**config.mk**
```make
export PLATFORM = sky130hd
export DESIGN_NAME = pipe_stage_reg
export DESIGN_NICKNAME = d
export VERILOG_FILES = /design/src/rtl/pipe_stage_reg.sv
export SDC_FILE = /design/constraint.sdc
export NUM_CORES = 1
export LEC_CHECK = 0
export ABC_AREA = 1
export BUFFER_PORTS_ARGS = -buffer_cell sky130_fd_sc_hd__buf_2
export CORE_ASPECT_RATIO = 0.75
export CORE_MARGIN = 2
export CORE_UTILIZATION = 35
export DETAILED_ROUTE_END_ITERATION = 8
export GPL_ROUTABILITY_DRIVEN = 0
export PLACE_DENSITY_LB_ADDON = 0.3
export SETUP_SLACK_MARGIN = 0.4
export SLEW_MARGIN = 20
export SYNTH_ARGS = -nofsm -noshare
export SYNTH_HDL_FRONTEND = slang
export SYNTH_SLANG_ARGS = --single-unit
```
**constraint.sdc**
```tcl
create_clock -name clk -period 1.8 [get_ports clk]
set_input_delay 0.27 -clock clk [delete_from_list [all_inputs] [get_ports clk]]
set_output_delay 0.27 -clock clk [all_outputs]
set_load 0.005 [all_outputs]
```
**src/rtl/pipe_stage_reg.sv**
```systemverilog
// pipe_stage_reg: handshaked pipeline register slice with flush, bubble control zeroing and a saturating stall counter.
// Define PIPE_STAGE_SKID_EN to add a skid entry so that in_ready_o becomes a registered output.
module pipe_stage_reg #(
   parameter int unsigned       DATA_W   = 128,
   parameter int unsigned       CTRL_W   = 8,
   parameter logic [CTRL_W-1:0] CTRL_RST = '0,
   parameter int unsigned       CNT_W    = 16
) (
   input  logic              clk,
   input  logic              rst_n,
   input  logic              flush_i,
   input  logic              in_valid_i,
   output logic              in_ready_o,
   input  logic [DATA_W-1:0] in_data_i,
   input  logic [CTRL_W-1:0] in_ctrl_i,
   output logic              out_valid_o,
   input  logic              out_ready_i,
   output logic [DATA_W-1:0] out_data_o,
   output logic [CTRL_W-1:0] out_ctrl_o,
   input  logic              cnt_clr_i,
   output logic [CNT_W-1:0]  stall_cnt_o
);

   logic              main_valid;
   logic [DATA_W-1:0] main_data;
   logic [CTRL_W-1:0] main_ctrl;
   logic              accept;
   logic              emit;
   logic              stall;
   logic [CNT_W-1:0]  cnt;

   assign emit  = main_valid && out_ready_i;
   assign stall = main_valid && !out_ready_i;

`ifdef PIPE_STAGE_SKID_EN
   logic              skid_valid;
   logic [DATA_W-1:0] skid_data;
   logic [CTRL_W-1:0] skid_ctrl;

   assign in_ready_o = !skid_valid;
   assign accept     = in_valid_i && !skid_valid;

   // skid only fills while main is full and stalled, so main empty implies skid empty
   always_ff @(posedge clk or negedge rst_n) begin
      if (!rst_n) begin
         main_valid <= 1'b0;
         main_data  <= '0;
         main_ctrl  <= CTRL_RST;
         skid_valid <= 1'b0;
         skid_data  <= '0;
         skid_ctrl  <= CTRL_RST;
      end else if (flush_i) begin
         main_valid <= 1'b0;
         main_ctrl  <= CTRL_RST;
         skid_valid <= 1'b0;
         skid_ctrl  <= CTRL_RST;
      end else if (!main_valid || emit) begin
         if (skid_valid) begin
            main_valid <= 1'b1;
            main_data  <= skid_data;
            main_ctrl  <= skid_ctrl;
            skid_valid <= 1'b0;
            skid_ctrl  <= CTRL_RST;
         end else if (accept) begin
            main_valid <= 1'b1;
            main_data  <= in_data_i;
            main_ctrl  <= in_ctrl_i;
         end else begin
            main_valid <= 1'b0;
            main_ctrl  <= CTRL_RST;
         end
      end else if (accept) begin
         skid_valid <= 1'b1;
         skid_data  <= in_data_i;
         skid_ctrl  <= in_ctrl_i;
      end
   end
`else
   assign in_ready_o = !main_valid || out_ready_i;
   assign accept     = in_valid_i && in_ready_o;

   always_ff @(posedge clk or negedge rst_n) begin
      if (!rst_n) begin
         main_valid <= 1'b0;
         main_data  <= '0;
         main_ctrl  <= CTRL_RST;
      end else if (flush_i) begin
         main_valid <= 1'b0;
         main_ctrl  <= CTRL_RST;
      end else if (accept) begin
         main_valid <= 1'b1;
         main_data  <= in_data_i;
         main_ctrl  <= in_ctrl_i;
      end else if (emit) begin
         main_valid <= 1'b0;
         main_ctrl  <= CTRL_RST;
      end
   end
`endif

   always_ff @(posedge clk or negedge rst_n) begin
      if (!rst_n) begin
         cnt <= '0;
      end else if (cnt_clr_i) begin
         cnt <= '0;
      end else if (stall && (cnt != '1)) begin
         cnt <= cnt + 1'b1;
      end
   end

   assign out_valid_o = main_valid;
   assign out_data_o  = main_data;
   assign out_ctrl_o  = main_ctrl;
   assign stall_cnt_o = cnt;

endmodule

```
=== Word-level counts from Yosys, hierarchy flattened ===
Index checks and enable logic that the tools add are counted.

* Multiply operators: 0
* Mux-type cells: 8
* Equal/unequal tests: 1
* Bitwise gates (word level): 1
* Order comparisons: 0
* Divide/modulo/power cells: 0
* Add/subtract/negate cells: 1
* Shift-type cells: 0
* Reduce and logical (&&, ||, !) cells: 10

{| class="wikitable"
|+ Operator list
! cell !! count
|-
| $mux 16 || 2
|-
| $mux 8 || 3
|-
| $add 16x1->16 const B || 1
|-
| $ne 16x16->1 const B || 1
|-
| $logic_and 1x1->1 || 4
|-
| $mux 1 || 3
|-
| $reduce_bool 3->1 || 1
|-
| $logic_not 1->1 || 2
|-
| $reduce_and 2->1 || 1
|-
| $reduce_bool 2->1 || 1
|-
| $logic_or 1x1->1 || 1
|-
| $not 1->1 || 1
|}

* Latch bits: 0
* Register bits after elaboration: 153
* RAM bits: 0
* Memories: 0
* Bits in read-only memories: 0
* Logic and storage cells: 25
* Output and inout bits: 154

=== Depth between registers and ports, before layout ===
Gate-level depths: netlist of the first run.

* Depth in word-level cells: 5
* Gate-level depth with buffers: 10

=== Worst setup path before layout of the first run ===
No wires, ideal clock.

* Path kind: reg-to-reg
* From: register cnt[0] (netlist: stall_cnt_o[0])
* To: register cnt[12] (netlist: stall_cnt_o[12])
* Clock period less this slack: 1562 ps
* Slack: 238 ps
* Cell stages (with the launch flop): 10
* Required time: 1734 ps
* Arrival: 1496 ps
* Library setup time: 66 ps
* Cell sequence: dfrtp_1 ha_1 nand2_1 nor2_4 nand2_2 nor2_2 nor2_2 buf_2 nand4_1 nand2_1

* Word-level cells in the longest chain between the ends: 3
* Elaborated cells between the ends (all ways): 6
* Those cells by class: add/sub: 1; eq/ne: 1; mux: 2; reduce/logical: 2

{| class="wikitable"
|+ RTL lines
! element !! RTL line !! RTL
|-
| start: declaration || 30 || <nowiki>logic [CNT_W-1:0] cnt;</nowiki>
|-
| start signal: assignment || 107 || <nowiki>cnt <= cnt + 1'b1;</nowiki>
|-
| $add 16x1->16 or $ne 16x16->1 (tied branches) || 107, 106 ||
|-
| $mux 16 or $logic_and 1x1->1 (tied branches) || 106 || <nowiki>end else if (stall && (cnt != '1)) begin</nowiki>
|-
| $mux 16 or $reduce_bool 2->1 (tied branches) || -- ||
|}

Parallel ways exist; a longest one is shown, timed or not. The select of a mux whose other input is x is not followed.
A chain may end at the register's enable or synchronous reset.

=== Worst setup path in the final report of the first run ===
* From: register main_valid (netlist: out_valid_o)
* To: output port in_ready_o

* Word-level cells in the longest chain between the ends: 2

{| class="wikitable"
|+ RTL lines
! element !! RTL line !! RTL
|-
| start: declaration || 24 || <nowiki>logic main_valid;</nowiki>
|-
| start signal: assignment || 84 || <nowiki>main_valid <= 1'b0;</nowiki>
|-
| start signal: assignment || 88 || <nowiki>main_valid <= 1'b0;</nowiki>
|-
| start signal: assignment || 91 || <nowiki>main_valid <= 1'b1;</nowiki>
|-
| $logic_not 1->1 || 79 || <nowiki>assign in_ready_o = !main_valid || out_ready_i;</nowiki>
|-
| $logic_or 1x1->1 || 79 ||
|-
| end: declaration || 13 || <nowiki>output logic in_ready_o,</nowiki>
|}

Every way passes these cells.

==> impl_results.md, run 1 <==
* Final setup vio count at 0
* Antenna violations before repair at 1
* Cell taking the most area after synthesis: dfrtp_1
* Crit path max fanout at 3
* Clock-pin slew on the worst setup and hold paths at 0.06 ns
* Die area at 18,710 um2
* Vias post-DR at 5,906
* Reg2reg setup slack at roughly 0.28 ns
* Critical path type: reg2out
* Largest net degree at the start of global routing at 65
* Post-synthesis async set-or-reset flop share at between 90% and 100%
* Starting Density at roughly 36%
* Worst min path class: in2reg
* Synthesis Warnings at 0
* Unrepaired setup endpoints after global routing: yes
* Max clock buf depth at 2
* Delay-heaviest family, CP: flip-flops
* Final hold vios at 0
* Max Freq at roughly 640 MHz
* Data required, critical path at around 1.5 ns
* Crit path largest cell delay at 0.38 ns
* Post-synthesis sequential area ratio at between 60% and 70%
* Syn Inst Count at 732
* Critical Path Stages at 5
* Core Rows at a little over 40
* Hpwl dp at between 10,000 and 15,000 um
* Worst r2r src: out_valid_o
* GRT Util Overall at between 20% and 30%
* ANT nets after route at 0
* Max capacitance violation total at 0
* Synth area leaders: dfrtp_1 62%, nand2_1 27%, buf_2 1.6%
* Overall die height at around 120 um
* Final Cell Area at around 9000 um2
* Final min period at about 1.6 ns
* TNS Setup at 0 ns
* Post-synth EDFFs at 0
* Synth Register Bits at 153
* Post-Syn Area at ~6200 um2
* Post-DP Area at roughly 8000 um2
* Ports at 296
* Worst path cell trace: inv_2 -> nor2_4 -> buf_6 -> clkinvlp_4 -> buf_2
* Setup Slack @ Placement at about 0.042 ns
* GRT overflow at 0
* Pins Over Slew Limit at 0
* VDD IR-drop max at approximately 0.56 mV
* CTS tree: built
* Total Power at between 0.009 and 0.01 W
* LEAKAGE at 5.312 nW
* Worst Reg-to-Reg Cells at 10
* Vias in the first global route at about 5,700
* CP bufs+invs at 4
* Vias per Instance at ~4.5
* Final Cycle Share at between 80% and 90%
* Num Clock Sinks at around 150
* CP arrival at between 1 and 1.5 ns
* Clock buffer count from CTS at 17
* CTS H-tree depth at 4
* Netlist cell types at 20
* Final net count at 1,206
* Commonest cells in the netlist: 451 x nand2_1, 153 x dfrtp_1, 25 x inv_1
* R2R Path End: stall_cnt_o[3]
* Share of the synthesized area in the top cell type at 62.09%
* DR iter-0 viols at between 300 and 400
* Status: completed
* Pre-antenna DRT Iters at 5
* Die X at 157.3 um
* Slew headroom at around 63%
* Port-buffer cells at 295
* Slew @ Worst Pin at 0.5616 ns
* Critical path origin: out_valid_o
* Fin worst setup slack at 0.2324 ns
* Avg Cell Area, Syn at about 8.4 um2
* Crit path capture: in_ready_o
* Power density cells at 1031 nW/um2
* WL/cell at between 15 and 20 um
* CP max-delay cell: dfrtp_1
* Clock latency on the worst-skew pair at about 0.42 ns
* Final clock skew at about 0.0070 ns
* Startpoint Class: flip-flop
* Share of cells above drive strength 1 at roughly 36%
* Post-synth top flop: dfrtp_1
* Area grow syn2layout at 48.99%
* First-pass GRT wire length at about 29,000 um
* Total nets after synthesis at between 800 and 900
* Critical path endpoint category: output port
* Cell with the most instances after synthesis: nand2_1
* Drt drc at 0
* Clock Tree Root: clkbuf_16
* Drt total wl at roughly 20,000 um
* Core area at between 15,000 and 20,000 um2
[what timing repair did]
action,CTS,global route
gates cloned,4,3
hold endpoints to repair,30,0
gates resized for setup,15,20
pin swaps,5,3
hold buffers,2,0
buffers inserted,18,4
endpoints found under the setup margin,150,160
[worst min path at each step]
stage,from,end,slack [ns],depth (start not counted)
after floorplan,rst_n,out_ctrl_o[0],-0.03,0
after global placement,rst_n,out_data_o[22],0.18,1
after detailed placement,rst_n,out_data_o[19],0.18,1
after CTS,in_data_i[23],out_data_o[23],0.01,3
after global routing,in_data_i[14],out_data_o[14],0.02,3
final,in_data_i[83],out_data_o[83],0.03,3
[flip-flops by register name (all words and copies together), names as in the netlist]
| signal | flops |
|---|---|
| stall_cnt_o | 16 |
| out_valid_o | 1 |
| out_data_o | 128 |
| out_ctrl_o | 8 |
[layer usage]
layer / vias up / GRT usage [%] / wire length [um]
li1: 2893 / - / -
met1: 2729 / 24.73 / 8743
met2: 261 / 32.83 / 9255
met3: 23 / 8.406 / 2004
met4: 0 / 6.591 / 310
met5: - / 0 / 0
[area by class of cell]
class | count | area (um2)
clock buffers | 20 | 446.7
flip-flops and latches | 153 | 3829
inverters | 26 | 113.9
repair buffers | 343 | 2173
fillers | 1581 | 7845
diodes | 1 | 2.502
clock inverters | 12 | 188.9
well taps | 236 | 295.3
multi-input cells | 522 | 2137
[power by group]
group | internal, W | total, W | switching [W]
combinational | 0.000726 | 0.00152 | 0.000794
clock | 0.00238 | 0.00383 | 0.00146
sequential | 0.00388 | 0.00411 | 0.000233
[placed cells by master (no fill, tap or decap), drive strengths merged]
| cell | instances |
|---|---|
| clkinv | 5 |
| diode | 1 |
| nand3b | 1 |
| inv | 27 |
| nand4 | 12 |
| a21oi | 2 |
| bufinv | 4 |
| clkinvlp | 2 |
| o21ai | 10 |
| buf | 337 |
| nor3 | 1 |
| ha | 1 |
| nand2 | 452 |
| nor2 | 23 |
| xor2 | 4 |
| clkbuf | 23 |
| dlygate4sd3 | 2 |
| dfrtp | 153 |
| nand3 | 16 |
| bufbuf | 1 |
[worst min-delay path, cell delays in order]
cell and delay, ns:
buf_2 0.07, nand2_1 0.04, nand2_1 0.04
[cells by family after synthesis]
logic type,count (synthesis),synth area share (%)
flip-flops,153,62.09
XOR/XNOR,4,0.5681
AO/OA/AOI/OAI,12,0.9741
adder cells (fa/ha/maj),1,0.2029
AND/OR/NAND/NOR,505,32.16
buffers and inverters,57,3.997
[metrics by stage]
step,instances,hold slack (ns),utilization [%]
after floorplan,732,-0.02559,-
after global placement,1249,0.1789,47.03
after detailed placement,1249,0.1800,47.03
final,1313,0.03355,53.94
after global routing,1312,0.01608,53.92
after CTS,1305,0.01358,52.82
No activity file was read; power rests on OpenSTA's default activity.
==> run 2, diff against run 1 <==
Settings changed: CORE_MARGIN 2 to default.
==> impl_results.md, run 2 (synthesized netlist as in run 1, its figures left out) <==
* Die area at 18,160 um2 (-2.9%)
* Worst path cell trace: ha_2 -> nand2_2 -> nor2_4 -> nand2_2 -> nor2_4 -> nor2_4 -> nor2_4 -> buf_6 -> nand2_2 -> nand2_1
* Final net count at 1,214 (+0.66%)
* First-pass GRT wire length at 26,890 um (-8.5%)
* Final min period at 1.459 ns (-0.1085 ns)
* ANT nets after route at 0 (unchanged)
* Core area at 17,030 um2 (unchanged)
* Clock Tree Root: clkbuf_16
* Pre-antenna DRT Iters at 5 (unchanged)
* Slew headroom at 63.71% (+1.2 points)
* CTS H-tree depth at 4 (unchanged)
* Slew @ Worst Pin at 0.5437 ns (-0.01790 ns)
* Clock latency on the worst-skew pair at 0.42 ns (about the same)
* WL/cell at 14.70 um (-5.0%)
* CP max-delay cell: dfrtp_1
* Max capacitance violation total at 0 (unchanged)
* Unrepaired setup endpoints after global routing: yes
* CP bufs+invs at 1 (-3)
* TNS Setup at 0 ns (unchanged)
* Final setup vio count at 0 (unchanged)
* Ports at 296 (unchanged)
* Crit path largest cell delay at 0.36 ns (-0.02 ns)
* Status: completed
* LEAKAGE at 5.600 nW (+5.4%)
* Port-buffer cells at 295 (unchanged)
* Max clock buf depth at 2 (unchanged)
* Final clock skew at 0.01232 ns (+0.005358 ns)
* Clock buffer count from CTS at 17 (unchanged)
* Critical path endpoint category: flip-flop
* Drt total wl at 19,400 um (-4.5%)
* Most frequent cell on the critical path: nor2_4
* Vias post-DR at 5,876 (-0.51%)
* Max reg flops at 128 (unchanged)
* VDD IR-drop max at 0.4988 mV (-11%)
* Delay-heaviest family, CP: simple AND/OR/NAND/NOR gates
* Most frequent cells in the layout: 354 x nand2_1, 294 x buf_2, 152 x dfrtp_1
* Diode count at 0 (-1)
* Startpoint Class: flip-flop
* Leading cell type in the layout, fill and taps excluded: nand2_1
* Core Rows at 41 (unchanged)
* Hpwl dp at 11,870 um (-4.4%)
* Critical path type: reg2reg
* Final hold vios at 0 (unchanged)
* Die X at 155.3 um (-1.3%)
* Antenna violations before repair at 1 (unchanged)
* CP arrival at 1.80 ns (+0.50 ns)
* Overall die height at 116.9 um (-1.7%)
* Vias in the first global route at 5,119 (-9.4%)
* GRT overflow at 0 (unchanged)
* CTS tree: built
* Pins Over Slew Limit at 0 (unchanged)
* Crit path max fanout at 5 (+2)
* Final Cycle Share at 81.06% (-6.0 points)
* Data required, critical path at 2.14 ns (+0.61 ns)
* Power density cells at 999.3 nW/um2 (-3.0%)
* Share of cells above drive strength 1 at 45.61% (+9.6 points)
* Final core utilization at 56.94% (+3.0 points)
* Max Freq at 685.3 MHz (+7.4%)
* Worst min path class: in2reg
* Clock-pin slew on the worst setup and hold paths at 0.06 ns (about the same)
* Num Clock Sinks at 153 (unchanged)
* Drt drc at 0 (unchanged)
* Total Power at 0.009692 W (+2.4%)
* Vias per Instance at 4.455 (-0.96%)
* Largest net degree at the start of global routing at 78 (+20%)
* Starting Density at 36.20% (unchanged)
* GRT Util Overall at 19.18% (-1.2 points)
* Area grow syn2layout at 57.28%
* DR iter-0 viols at 356 (+16%)
==> run 2: cell types whose count changed in the layout (fill, tap and decap cells not counted), sizes merged <==
cell	before	now
clkinvlp	2	1
clkbuf	23	26
bufinv	4	5
diode	1	0
buf	337	340
clkinv	5	3
inv	27	31
bufbuf	1	0
==> run 2: layout make-up <==
type,instances,area [um2]
Clock buffer,18,429.2
Clock inverter,13,215.2
Fill cell,1517,7333
Inverter,26,110.1
Multi-Input combinational cell,522,2540
Sequential cell,153,3830
Tap cell,236,295.3
Timing Repair Buffer,350,2270
Timing Repair inverter,1,8.758
==> run 2: tightest hold or removal path, delay by kind of cell <==
kind / cells / cell delay (ns)
buffers and inverters: 1 / 0.07
AND/OR/NAND/NOR: 2 / 0.08
==> run 2: final timing paths <==
check | cells past startpoint | end | from | slack (ns)
worst max-delay path | 10 | stall_cnt_o[13] | stall_cnt_o[0] | 0.34
worst min-delay path | 3 | out_data_o[19] | in_data_i[19] | 0.04
worst max register to register | 10 | stall_cnt_o[13] | stall_cnt_o[0] | 0.34
worst min register to register | 2 | out_data_o[66] | out_data_o[66] | 0.47
max in group asynchronous | 3 | out_data_o[30] | rst_n | 1.00
min in group asynchronous | 2 | out_data_o[14] | rst_n | 0.20
==> run 2: metal layers <==
metal | wire [um] | GRT usage (%)
met5 | 0 | 0
met4 | 129 | 5.686
met3 | 1457 | 6.296
met2 | 8964 | 29.28
met1 | 8844 | 26.10
==> run 2: repair_timing <==
action                                  4_1_cts  5_1_grt
pin swaps                                     6       14
endpoints found under the setup margin      123       99
gates resized for setup                      23      135
hold buffers                                  2        0
endpoints found under the hold margin       154        0
gates cloned                                  2       12
setup buffers                                16        3
==> run 2: where the power goes <==
part	switching, W	leakage, nW	internal, W
registers	0.000228	1.93	0.00388
clock network	0.00147	0.312	0.00248
logic	0.000858	3.36	0.000782
total	0.00256	5.60	0.00714
==> run 2: through the flow <==
step	std cells	area (um2)	hold WS, ns	setup slack [ns]
floorplan	732	6181	-0.02559	0.2759
global placement	1253	8053	0.06040	0.1241
detailed placement	1253	8053	0.05985	0.07605
CTS	1304	8972	0.02292	0.3739
global route	1319	9698	0.02871	0.2469
finish	1319	9698	0.04364	0.3409
==> run 3, diff against run 2 <==
Settings changed: ABC_AREA 1 to 0.
Clock period 1.8 ns to 1.5 ns, I/O delays scaled along.
==> impl_results.md, run 3 <==
* Startpoint Class: flip-flop
* Worst min path class: in2reg
* Vias post-DR at 5,033 (-14%)
* Power density cells at 1144 nW/um2 (+14%)
* Cells after DPL at 938 (-25%)
* Synth Register Bits at 153 (unchanged)
* Drt total wl at 18,380 um (-5.2%)
* Core Rows at 40 (-2.4%)
* Synthesis Warnings at 0 (unchanged)
* Slew headroom at 66.70% (+3.0 points)
* Vias per Instance at 4.726 (+6.1%)
* Complex-gate fraction of the synthesized area at 3.845% (+2.9 points)
* Post-synthesis sequential area ratio at 64.29% (+2.2 points)
* Area grow syn2layout at 73.24%
* Cell taking the most area after synthesis: dfrtp_1
* Final setup vio count at 151 (+151)
* First-pass GRT wire length at 27,310 um (+1.6%)
* Port-buffer cells at 295 (unchanged)
* VDD IR-drop max at 0.6422 mV (+29%)
* Avg Cell Area, Syn at 15.00 um2 (+78%)
* Final core utilization at 63.24% (+6.3 points)
* Post-Syn Area at 5956 um2 (-3.4%)
* Crit path capture: stall_cnt_o[11]
* Post-synth top flop: dfrtp_1
* Internal power at 0.008736 W (+22%)
* GRT overflow at 0 (unchanged)
* Critical path type: reg2reg
* Adder-Cell Fraction of Synth Area at 0.2101% (+0.0072 points)
* Data required, critical path at 1.84 ns (-0.30 ns)
* Ports at 296 (unchanged)
* Sequential power share at 42.9% (+0.5 points)
* DR iter-0 viols at 270 (-24%)
* Largest family of logic cells by synthesized area: multiplexers
* Clock-pin slew on the worst setup and hold paths at 0.07 ns (about the same)
* Critical path origin: stall_cnt_o[1]
* Post-synthesis async set-or-reset flop share at 100.0% (unchanged)
* Synth area leaders: dfrtp_1 64%, mux2_2 18%, mux2_1 6.2%
* Sw frac at 25.98% (-0.38 points)
* Total nets after synthesis at 540 (-38%)
* Worst path cell trace: nand4_1 -> or3_4 -> or4_1 -> a21oi_1
* Switching pwr at 0.003066 W (+20%)
* CTS H-tree depth at 4 (unchanged)
* Antenna violations before repair at 0 (-1)
* Core area at 16,320 um2 (-4.2%)
* WL/cell at 17.26 um (+17%)
* Slew @ Worst Pin at 0.4931 ns (-0.05062 ns)
* Max Freq at 560.8 MHz (-18%)
* Die area at 17,550 um2 (-3.4%)
* LEAKAGE at 5.151 nW (-8.0%)
* Max reg flops at 128 (unchanged)
* Final Cell Area at 10,320 um2 (+6.4%)
* Clock power share at 34.8% (-5.9 points)
* Critical path endpoint category: flip-flop
* Mux cell area share after synthesis at 24.56% (+25 points)
* Leading cell type in the layout, fill and taps excluded: buf_2
* Reg2reg setup slack at -0.28 ns (-0.62 ns)
* Drt drc at 21 (+21)
* Met1 Usage GRT at 24.93% (-1.2 points)
* Clock buffer count from CTS at 17 (unchanged)
* Worst Reg-to-Reg Cells at 4 (-6)
* Overall die height at 115.0 um (-1.7%)
* Post-synth EDFFs at 0 (unchanged)
* Hpwl dp at 11,790 um (-0.64%)
* Commonest cells in the netlist: 153 x dfrtp_1, 96 x mux2_2, 33 x mux2_1
* Die X at 152.6 um (-1.7%)
* Post-DP Area at 8129 um2 (+0.95%)
* CTS tree: built
* Clock latency on the worst-skew pair at 0.42 ns (about the same)
* Grt met2 use at 34.10% (+4.8 points)
* Worst r2r src: stall_cnt_o[1]
* Non-Filler Instances at 1,065 (-19%)
* Max clock buf depth at 2 (unchanged)
* Num Clock Sinks at 153 (unchanged)
* Failing checks: DRC, setup timing
* Simple-Gate Fraction of Synth Area at 5.168% (-27 points)
* Vias in the first global route at 5,170 (+1.0%)
* ANT nets after route at 0 (unchanged)
* GR Util met3 at 5.729% (-0.57 points)
* Unrepaired setup endpoints after global routing: yes
* Pins Over Slew Limit at 0 (unchanged)
* Largest net degree at the start of global routing at 48 (-38%)
* Final net count at 985 (-19%)
* Final Cycle Share at 118.9% (+38 points)
* Max capacitance violation total at 0 (unchanged)
* Final hold vios at 0 (unchanged)
* Grt peak-use layer: met2
* Share of cells above drive strength 1 at 74.62% (+29 points)
* R2R Path End: stall_cnt_o[11]
* Most frequent cells in the layout: 277 x buf_2, 151 x dfrtp_1, 98 x buf_4
* Crit path largest cell delay at 0.51 ns (+0.15 ns)
* Status: complete, but fails checks
* Syn Inst Count at 397 (-46%)
* Clock Tree Root: clkbuf_16
* CP max-delay cell: or4_1
* Final clock skew at 0.008531 ns (-0.003785 ns)
* Share of the synthesized area in the top cell type at 64.29% (+2.2 points)
* Pre-antenna DRT Iters at 6 (+1)
* Netlist cell types at 35 (+75%)
* Crit path max fanout at 8 (+3)
* Worst-case hold slack at 0.02046 ns (-0.02318 ns)
* CP arrival at 2.13 ns (+0.33 ns)
* Final min period at 1.783 ns (+0.3242 ns)
* Xor and xnor fraction of the mapped netlist area at 0% (-0.57 points)
* Combinational power share at 22.4% (+5.5 points)
* Diode count at 0 (unchanged)
* Cell with the most instances after synthesis: dfrtp_1
* Starting Density at 36.50% (+0.30 points)
* Fin worst setup slack at -0.2833 ns (-0.6242 ns)
* GRT Util Overall at 20.12% (+0.95 points)
==> run 3: cell types whose count changed in the layout (fill, tap and decap cells not counted), sizes merged, moves of 8 or more <==
cell	previous run	this run
a22o	0	8
buf	340	439
inv	31	12
mux2	0	129
nand2	452	8
nand3	16	3
nor2	23	12
==> run 3: timing repair <==
item	4_1_cts	5_1_grt
hold buffers	1	0
hold endpoints to repair	48	0
gates cloned	4	3
gates resized for setup	118	63
setup endpoints to repair	306	307
pin swaps	16	12
buffers inserted	39	48
==> run 3: cell type report <==
class	count	area, um2
tap	210	262.8
clock buffer	20	466.7
fill	1218	5998
clock inverter	12	105.1
sequential	153	3831
multi-input combinational	220	2534
timing repair buffer	443	3092
inverter	7	26.28
==> run 3: through the flow <==
step / total power [W] / setup WS [ns] / setup TNS [ns]
2_1_floorplan: 0.005812 / -0.2721 / -23.41
3_3_place_gp: 0.006846 / -0.3534 / -43.34
3_5_place_dp: 0.006917 / -0.3925 / -48.82
4_1_cts: 0.01156 / -0.3019 / -33.74
5_1_grt: 0.01236 / -0.3263 / -38.46
6_report: 0.01180 / -0.2833 / -29.71
==> run 3: logic make-up (layout without fill, tap and decap cells) <==
kind of cell	count (synthesis)	count (layout)
AND/OR/NAND/NOR	56	56
multiplexers	130	130
adder cells (fa/ha/maj)	1	1
flip-flops	153	153
AO/OA/AOI/OAI	33	33
buffers and inverters	24	482
==> run 3: worst min path at each step <==
stage                   startpoint              end  slack, ns  cells past startpoint
floorplan                    rst_n    out_ctrl_o[0]      -0.07                      0
global placement             rst_n  out_data_o[125]       0.13                      1
detailed placement           rst_n  out_data_o[119]       0.13                      1
CTS                        flush_i      out_valid_o      0.007                      2
global route        in_data_i[122]  out_data_o[122]       0.01                      2
finish               in_data_i[94]   out_data_o[94]       0.02                      2
==> run 3: critical path: cells and delay by family (launching register included) <==
| kind | cells | cell delay, ns |
|---|---|---|
| AND/OR/NAND/NOR | 3 | 1.15 |
| flip-flops | 1 | 0.43 |
| AO/OA/AOI/OAI | 1 | 0.13 |
==> run 3: power by group through the flow <==
stage	clock network, W	logic [W]	registers [W]
floorplan	0	0.000666	0.00515
global placement	0	0.00177	0.00507
detailed placement	0	0.00182	0.00510
CTS	0.00422	0.00229	0.00504
global route	0.00441	0.00283	0.00512
finish	0.00410	0.00264	0.00506
==> run 3: layer usage <==
| metal | vias to the layer above | routed length, um | share of wire (%) |
|---|---|---|---|
| met5 | - | 0 | 0 |
| met2 | 206 | 9164 | 50 |
| li1 | 2329 | - | - |
| met1 | 2479 | 7744 | 42 |
| met3 | 19 | 1278 | 7.0 |
| met4 | 0 | 195 | 1.1 |
